[config.mk]
export PLATFORM = sky130hd
export DESIGN_NAME = writeback_arbiter_flat
export DESIGN_NICKNAME = d
export VERILOG_FILES = /design/src/rtl/writeback_arbiter_pkg.sv /design/src/rtl/writeback_arbiter_if.sv /design/src/rtl/writeback_arbiter.sv /design/src/flat_wrapper.sv
export SDC_FILE = /design/constraint.sdc
export NUM_CORES = 1
export LEC_CHECK = 0
export ABC_CLOCK_PERIOD_IN_PS = 2100
export CORE_ASPECT_RATIO = 0.6
export CORE_MARGIN = 5
export CORE_UTILIZATION = 35
export DETAILED_ROUTE_END_ITERATION = 12
export PLACE_DENSITY = 0.75
export SLEW_MARGIN = 0
export SYNTH_ARGS = -nofsm -noshare
export SYNTH_HDL_FRONTEND = slang
export SYNTH_SLANG_ARGS = --single-unit
[constraint.sdc]
create_clock -name clock -period 2.1 [get_ports clock]
set_clock_uncertainty 0.15 [all_clocks]
set_input_delay 0.315 -clock clock [delete_from_list [all_inputs] [get_ports clock]]
set_output_delay 0.315 -clock clock [all_outputs]
set_load 0.01 [all_outputs]
[src/rtl/writeback_arbiter_pkg.sv]
// Shared CPU constants and types used by the writeback arbiter.
// Register-file address width and the hard-wired zero register live here.
package writeback_arbiter_pkg;

  localparam int unsigned REG_ADDR_WIDTH = 5;
  localparam logic [REG_ADDR_WIDTH-1:0] REG_X0 = '0;

  // Width of the requester-1 starvation counter (limit range 1..15).
  localparam int unsigned STARVE_CNT_WIDTH = 4;

  typedef enum logic {
    GrantReq0 = 1'b0,
    GrantReq1 = 1'b1
  } grant_e;

  // Register-file strobe: a write to x0 is swallowed.
  function automatic logic wb_strobe(input logic we, input logic [REG_ADDR_WIDTH-1:0] dest);
    return we && (dest != REG_X0);
  endfunction

endpackage

[src/rtl/writeback_arbiter_if.sv]
// Requester handshakes plus register-file write port of the writeback arbiter.
// master = requesters / register file side, slave = arbiter.
interface writeback_arbiter_if
  import writeback_arbiter_pkg::*;
#(
  parameter int unsigned WORD_SIZE = 32
);

  logic                      req0_valid;
  logic                      req0_ready;
  logic [WORD_SIZE-1:0]      req0_data;
  logic [REG_ADDR_WIDTH-1:0] req0_dest;
  logic                      req0_we;

  logic                      req1_valid;
  logic                      req1_ready;
  logic [WORD_SIZE-1:0]      req1_data;
  logic [REG_ADDR_WIDTH-1:0] req1_dest;
  logic                      req1_we;

  logic [WORD_SIZE-1:0]      write_data;
  logic [REG_ADDR_WIDTH-1:0] write_addr;
  logic                      write_enable_out;
  logic                      grant_id;

  modport master (
    output req0_valid, req0_data, req0_dest, req0_we,
    output req1_valid, req1_data, req1_dest, req1_we,
    input  req0_ready, req1_ready,
    input  write_data, write_addr, write_enable_out, grant_id
  );

  modport slave (
    input  req0_valid, req0_data, req0_dest, req0_we,
    input  req1_valid, req1_data, req1_dest, req1_we,
    output req0_ready, req1_ready,
    output write_data, write_addr, write_enable_out, grant_id
  );

endinterface

[src/rtl/writeback_arbiter.sv]
// Two-requester writeback arbiter: requester 0 has priority, requester 1 is
// forced through after STARVE_LIMIT consecutive lost cycles. Payload is registered.
module writeback_arbiter
  import writeback_arbiter_pkg::*;
#(
  parameter int unsigned WORD_SIZE    = 32,
  parameter int unsigned STARVE_LIMIT = 4
) (
  input logic               clock,
  input logic               reset_n,
  input logic               stall,
  writeback_arbiter_if.slave bus
);

  localparam logic [STARVE_CNT_WIDTH-1:0] StarveMax = STARVE_CNT_WIDTH'(STARVE_LIMIT);

  logic [STARVE_CNT_WIDTH-1:0] r_starve_cnt;
  logic [WORD_SIZE-1:0]        r_write_data;
  logic [REG_ADDR_WIDTH-1:0]   r_write_addr;
  logic                        r_write_enable;
  grant_e                      r_grant_id;

  logic                        w_run;
  logic                        w_starved;
  logic                        w_grant0;
  logic                        w_grant1;
  logic                        w_xfer0;
  logic                        w_xfer1;
  logic [WORD_SIZE-1:0]        w_sel_data;
  logic [REG_ADDR_WIDTH-1:0]   w_sel_dest;
  logic                        w_sel_we;

  // Readies depend only on valids, stall, reset and the counter, never on each other.
  always_comb begin
    w_run     = reset_n && !stall;
    w_starved = (r_starve_cnt == StarveMax);
    w_grant1  = bus.req1_valid && (!bus.req0_valid || w_starved);
    w_grant0  = bus.req0_valid && !w_grant1;
    w_xfer0   = w_run && w_grant0;
    w_xfer1   = w_run && w_grant1;
  end

  assign bus.req0_ready = w_xfer0;
  assign bus.req1_ready = w_xfer1;

  always_comb begin
    w_sel_data = bus.req0_data;
    w_sel_dest = bus.req0_dest;
    w_sel_we   = bus.req0_we;
    if (w_xfer1) begin
      w_sel_data = bus.req1_data;
      w_sel_dest = bus.req1_dest;
      w_sel_we   = bus.req1_we;
    end
  end

  always_ff @(posedge clock) begin
    if (!reset_n) begin
      r_write_data   <= '0;
      r_write_addr   <= '0;
      r_write_enable <= 1'b0;
      r_grant_id     <= GrantReq0;
    end else begin
      r_write_enable <= 1'b0;
      if (w_xfer0 || w_xfer1) begin
        r_write_data   <= w_sel_data;
        r_write_addr   <= w_sel_dest;
        r_write_enable <= wb_strobe(w_sel_we, w_sel_dest);
        r_grant_id     <= w_xfer1 ? GrantReq1 : GrantReq0;
      end
    end
  end

  // Counts cycles requester 1 waited while arbitration was live; saturates at the limit.
  always_ff @(posedge clock) begin
    if (!reset_n) begin
      r_starve_cnt <= '0;
    end else if (w_xfer1) begin
      r_starve_cnt <= '0;
    end else if (bus.req1_valid && !stall && (r_starve_cnt < StarveMax)) begin
      r_starve_cnt <= r_starve_cnt + 1'b1;
    end
  end

  assign bus.write_data       = r_write_data;
  assign bus.write_addr       = r_write_addr;
  assign bus.write_enable_out = r_write_enable;
  assign bus.grant_id         = r_grant_id;

endmodule
[src/flat_wrapper.sv]
// flat-port wrapper written by rule: the top's interface ports become plain ports
module writeback_arbiter_flat import writeback_arbiter_pkg::*;
#(
  parameter int unsigned WORD_SIZE    = 32,
  parameter int unsigned STARVE_LIMIT = 4
)
  (clock, reset_n, stall, bus_req0_valid, bus_req0_data, bus_req0_dest, bus_req0_we, bus_req1_valid, bus_req1_data, bus_req1_dest, bus_req1_we, bus_req0_ready, bus_req1_ready, bus_write_data, bus_write_addr, bus_write_enable_out, bus_grant_id);
  writeback_arbiter_if #(.WORD_SIZE(WORD_SIZE)) bus_i ();
  input logic clock;
  input logic reset_n;
  input logic stall;
  input wire logic [$bits(bus_i.req0_valid)-1:0] bus_req0_valid;
  input wire logic [$bits(bus_i.req0_data)-1:0] bus_req0_data;
  input wire logic [$bits(bus_i.req0_dest)-1:0] bus_req0_dest;
  input wire logic [$bits(bus_i.req0_we)-1:0] bus_req0_we;
  input wire logic [$bits(bus_i.req1_valid)-1:0] bus_req1_valid;
  input wire logic [$bits(bus_i.req1_data)-1:0] bus_req1_data;
  input wire logic [$bits(bus_i.req1_dest)-1:0] bus_req1_dest;
  input wire logic [$bits(bus_i.req1_we)-1:0] bus_req1_we;
  output wire logic [$bits(bus_i.req0_ready)-1:0] bus_req0_ready;
  output wire logic [$bits(bus_i.req1_ready)-1:0] bus_req1_ready;
  output wire logic [$bits(bus_i.write_data)-1:0] bus_write_data;
  output wire logic [$bits(bus_i.write_addr)-1:0] bus_write_addr;
  output wire logic [$bits(bus_i.write_enable_out)-1:0] bus_write_enable_out;
  output wire logic [$bits(bus_i.grant_id)-1:0] bus_grant_id;
  assign bus_i.req0_valid = bus_req0_valid;
  assign bus_i.req0_data = bus_req0_data;
  assign bus_i.req0_dest = bus_req0_dest;
  assign bus_i.req0_we = bus_req0_we;
  assign bus_i.req1_valid = bus_req1_valid;
  assign bus_i.req1_data = bus_req1_data;
  assign bus_i.req1_dest = bus_req1_dest;
  assign bus_i.req1_we = bus_req1_we;
  assign bus_req0_ready = bus_i.req0_ready;
  assign bus_req1_ready = bus_i.req1_ready;
  assign bus_write_data = bus_i.write_data;
  assign bus_write_addr = bus_i.write_addr;
  assign bus_write_enable_out = bus_i.write_enable_out;
  assign bus_grant_id = bus_i.grant_id;
  writeback_arbiter #(.WORD_SIZE(WORD_SIZE), .STARVE_LIMIT(STARVE_LIMIT)) u_core (.clock(clock), .reset_n(reset_n), .stall(stall), .bus(bus_i));
endmodule
* After elaboration in Yosys (flattened, before gate mapping)
Cells that the tools add are included.
Cells by class: add/subtract/negate cells 1, magnitude comparators 1, eq/ne operators 1, mux-type cells 4, bitwise gates (word level) 1, reduce and logical (&&, ||, !) cells 16
Operators by type and width (count):
- 32-bit two-way mux | 1
- 1-bit logical AND | 8
- 5-bit two-way mux | 1
- 5-bit nonzero test | 1
- 4-bit by 1-bit adder with 4-bit output, second input constant | 1
- 4-bit by 3-bit equality test with 1-bit output, second input constant | 1
- 4-bit by 3-bit < comparator with 1-bit output, second input constant | 1
- 1-bit zero test | 3
- 1-bit logical OR | 2
- 1-bit two-way mux | 2
- 2-bit AND reduction | 1
- 2-bit OR reduction | 1
- 1-bit NOT | 1
Word-level totals: bits in registers 43, output and inout port bits 41

* Logic depth before layout (Yosys ltp)
word-level depth 8, gate-level depth with buffers 7

* Worst setup path after synthesis
OpenSTA, ideal clock, no wires.
kind reg2out, from register u_core.r_starve_cnt[0], to output bus_req1_ready, arrival time 1197 ps, data required time 1635 ps, slack 438 ps, stages on the path, launching flop included 7, path buffers 1, cells stage by stage dfxtp_1 -> inv_1 -> ha_1 -> nand4b_2 -> a21boi_4 -> buf_2 -> nor2_1
Between the ends: word-level cells in the longest chain between the ends 4
Ends and longest elaborated chain:
- start, declared | RTL line writeback_arbiter.sv:17 | logic [STARVE_CNT_WIDTH-1:0] r_starve_cnt;
- start signal, assigned | RTL line writeback_arbiter.sv:81 | r_starve_cnt <= r_starve_cnt + 1'b1;
- 4-bit by 3-bit equality test with 1-bit output | RTL line writeback_arbiter.sv:36 | w_starved = (r_starve_cnt == StarveMax);
- 1-bit logical OR | RTL line writeback_arbiter.sv:37 | w_grant1 = bus.req1_valid && (!bus.req0_valid || w_starved);
- 1-bit logical AND | RTL line writeback_arbiter.sv:37
- 1-bit logical AND | RTL line writeback_arbiter.sv:40 | w_xfer1 = w_run && w_grant1;
- end, declared | RTL line flat_wrapper.sv:21 | output wire logic [$bits(bus_i.req1_ready)-1:0] bus_req1_ready;
Every way passes these cells.

* Final worst setup path
from register u_core.r_starve_cnt[0], to output bus_req0_ready
Between the ends: word-level cells in the longest chain between the ends 6
Ends and longest elaborated chain:
- 4-bit by 3-bit equality test with 1-bit output | RTL line writeback_arbiter.sv:36
- 1-bit logical OR | RTL line writeback_arbiter.sv:37
- 1-bit logical AND | RTL line writeback_arbiter.sv:37
- 1-bit zero test | RTL line writeback_arbiter.sv:38 | w_grant0 = bus.req0_valid && !w_grant1;
- 1-bit logical AND | RTL line writeback_arbiter.sv:38
- 1-bit logical AND | RTL line writeback_arbiter.sv:39 | w_xfer0 = w_run && w_grant0;
- end, declared | RTL line flat_wrapper.sv:20 | output wire logic [$bits(bus_i.req0_ready)-1:0] bus_req0_ready;
Every way passes these cells.

==> impl_metrics.ini <==
[min_path]
hold_end = u_core.r_starve_cnt[3]
min_path_type = flip-flop to flip-flop
hold_depth = 2
hp-start = u_core.r_starve_cnt[3]

[die]
die-area_um2 = 6770
die_height_um = 65.8
dieWidth_um = 103
rows = 20
core_um2 = 5030
start_util_pct = 36.0
io_pins = 122

[critical_path]
critical_path.max_fanout = 3
critical_path_class = flip-flop to output port
ff2ff_setup_slack_ps = 190
cp.required_ps = 1630
cp-start-kind = flip-flop
r2r-start = u_core.r_starve_cnt[0]
cp-end-kind = output port
reg2reg_depth = 8
cpPeakStageDelay_ps = 340
critPathSlowestCell = dfxtp_2
cp.arrival_ps = 1500
path_cells = inv_1 > ha_2 > nand4b_2 > buf_4 > and3_1 > clkdlybuf4s15_1
r2r-end = u_core.bus.write_data[9]

[drt]
drt_pass1_iterations = 4
drcViolationCount = 0
wl_per_cell_um = 15.6
viasPerCell = 5.10
drt_first_iter_violations = 48
wirelength_um = 6210
ant_nets = 0
vias = 2028

[placed_design]
dp_hpwl_um = 4690
gp_congestion = 0.823
portBuffers = 121
place_ws_ps = -122

[synth]
yosysSeqAreaShare_pct = 47.5
synth_top_cell_area_share_pct = 47.5
synthFlopType = dfxtp_1
ys_types = 27
syn-cell-area_um2 = 1810
synth_edf_count = 0
synthTopCellsByArea = dfxtp_1, a21oi_1, o22ai_1
syn-num-nets = 292
synthCells = 209
synth_most_common_cell = dfxtp_1
synth_top_cell_by_area = dfxtp_1
ys_top_cells_by_count = dfxtp_1, a21oi_1, o21ai_0, o22ai_1
avgSynthCellArea_um2 = 8.67
synthArstFlopShare_pct = 0
synth_seq_cells = 43
yosysWarnings = 0

[timing]
setup_viol = 0
slew_viol_final = 0
hold_slack_ps = 303
setup_ws_ps = 135
rsz0062_at_grt = false
clock.fmax_mhz = 509
relSlewSlack_pct = 52.1
worst_pin_slew_ps = 716
hold_viol = 0
min_period_ps = 1970
fin_crit_sh_pct = 93.6

[global_route]
track_usage_pct = 17.8
antenna_found_initial = 0
grt_pass1_wl_um = 9430
gr-total-overflow = 0
grt_pass1_vias = 1949
grt_max_degree = 40

[clock_tree]
htree_levels = 2
clk_pin_slew_ps = 80
cts-root-buf = clkbuf_8
cts_buffers = 5
clockBufferDepth = 2
cts_tree = built
clk_latency_ps = 280
cts_sinks = 43
postCtsHoldBufs = 0

[final_layout]
layout-area-overhead-vs-synth_pct = 78.3
num-nets-final = 414
drive_above_1_share_pct = 8.13
antennaDiodeCount = 0
fill_cells = 436

[power]
ir_worst_vdd_mv = 0.332
power.density_nw_per_um2 = 635
leakage_nw = 1.24

[run_status]
status = complete, no violations

[run]
cap_violations = 0
[stage by stage]
stage	cell area (um2)	setup TNS (ps)	util, %	instances	power [W]
floorplan	1810	0	-	209	0.00110
global placement	3110	-420	61.8	390	0.00142
detailed placement	3110	-2030	61.8	390	0.00142
CTS	3220	0	64.1	398	0.00208
global route	3230	0	64.3	398	0.00216
finish	3230	0	64.3	398	0.00205
[cells in the final DEF, fill, tap and decap left out]
master	instances
nor2_4	1
nor2b_1	1
clkinv_2	1
bufinv_16	1
dfxtp_2	1
a21boi_4	1
a2111oi_2	1
ha_2	1
nor2_1	10
inv_1	5
xnor2_1	1
buf_6	1
dlygate4sd2_1	1
nand4b_2	1
o21ai_1	5
nor4b_2	1
and2_1	1
clkdlybuf4s50_1	119
a31oi_1	1
o21ai_0	34
dfxtp_1	42
ha_1	1
buf_4	10
nand2_1	2
o21ai_2	1
clkbuf_8	6
o22ai_1	32
and3_1	1
mux2i_1	5
a31o_1	1
clkdlybuf4s15_1	1
nor3_1	2
a21oi_1	40
[worst max-delay path by stage]
| stage | startpoint | to | slack [ps] | depth (start not counted) |
|---|---|---|---|---|
| 2_1_floorplan | u_core.r_starve_cnt[0] | bus_req1_ready | 440 | 6 |
| 3_3_place_gp | reset_n | bus_req0_ready | -90 | 4 |
| 3_5_place_dp | bus_req1_valid | bus_req1_ready | -120 | 5 |
| 4_1_cts | u_core.r_starve_cnt[0] | bus_req0_ready | 70 | 6 |
| 5_1_grt | u_core.r_starve_cnt[1] | bus_req1_ready | 10 | 6 |
| 6_report | u_core.r_starve_cnt[0] | bus_req0_ready | 130 | 6 |
[worst max-delay path, delay by kind of cell, from the launching register on]
family                     cells  cell delay (ps)
adders and majority gates      1              170
buffers and inverters          3              450
DFF                            1              340
and+or+nand+nor                2              260
[metal layers]
layer  track usage, %  vias up  routed length, um
met1             23.4      916               2640
li1                 -     1022                  -
met2             28.3       88               2790
met3             6.89        2                765
met4             2.42        0                 10
met5                0        -                  0
[kinds of logic (layout without fill, tap and decap cells)]
| logic type | Yosys count | in the layout | synth area share [%] |
|---|---|---|---|
| adders and majority gates | 2 | 2 | 1.38 |
| buffers and inverters | 22 | 145 | 5.52 |
| muxes | 5 | 5 | 2.76 |
| and+or+nand+nor | 20 | 20 | 6.35 |
| DFF | 43 | 43 | 47.5 |
| xor gates and xnor gates | 1 | 1 | 0.483 |
| AOI/OAI and AO/OA | 116 | 116 | 36.0 |
[state kept, by name, indices dropped and copies added, names as in the netlist]
name and count:
u_core.r_starve_cnt 4, u_core.bus.write_addr 5, u_core.bus.write_data 32, u_core.bus.grant_id 1, u_core.bus.write_enable_out 1
[power by group]
| part | leakage, nW | switching [W] | internal (W) |
|---|---|---|---|
| Combinational | 0.826 | 0.000199 | 0.000298 |
| Sequential | 0.356 | 0.0000292 | 0.000876 |
| Clock | 0.0612 | 0.000267 | 0.000385 |
[cell type report]
type / count / area (um2) / area share (%)
clock buffers: 6 / 82.6 / 2.56
clock inverters: 2 / 35.0 / 1.08
inverters: 5 / 18.8 / 0.581
multi-input cells: 144 / 855 / 26.4
flip-flops and latches: 43 / 862 / 26.7
well taps: 66 / 82.6 / 2.56
repair buffers: 132 / 1300 / 40.1
[what timing repair did]
item / 4_1_cts / 5_1_grt
endpoints found under the setup margin: 2 / 14
buffers inserted: 0 / 0
resized for setup: 3 / 3
No activity file was read; power rests on OpenSTA's default activity.
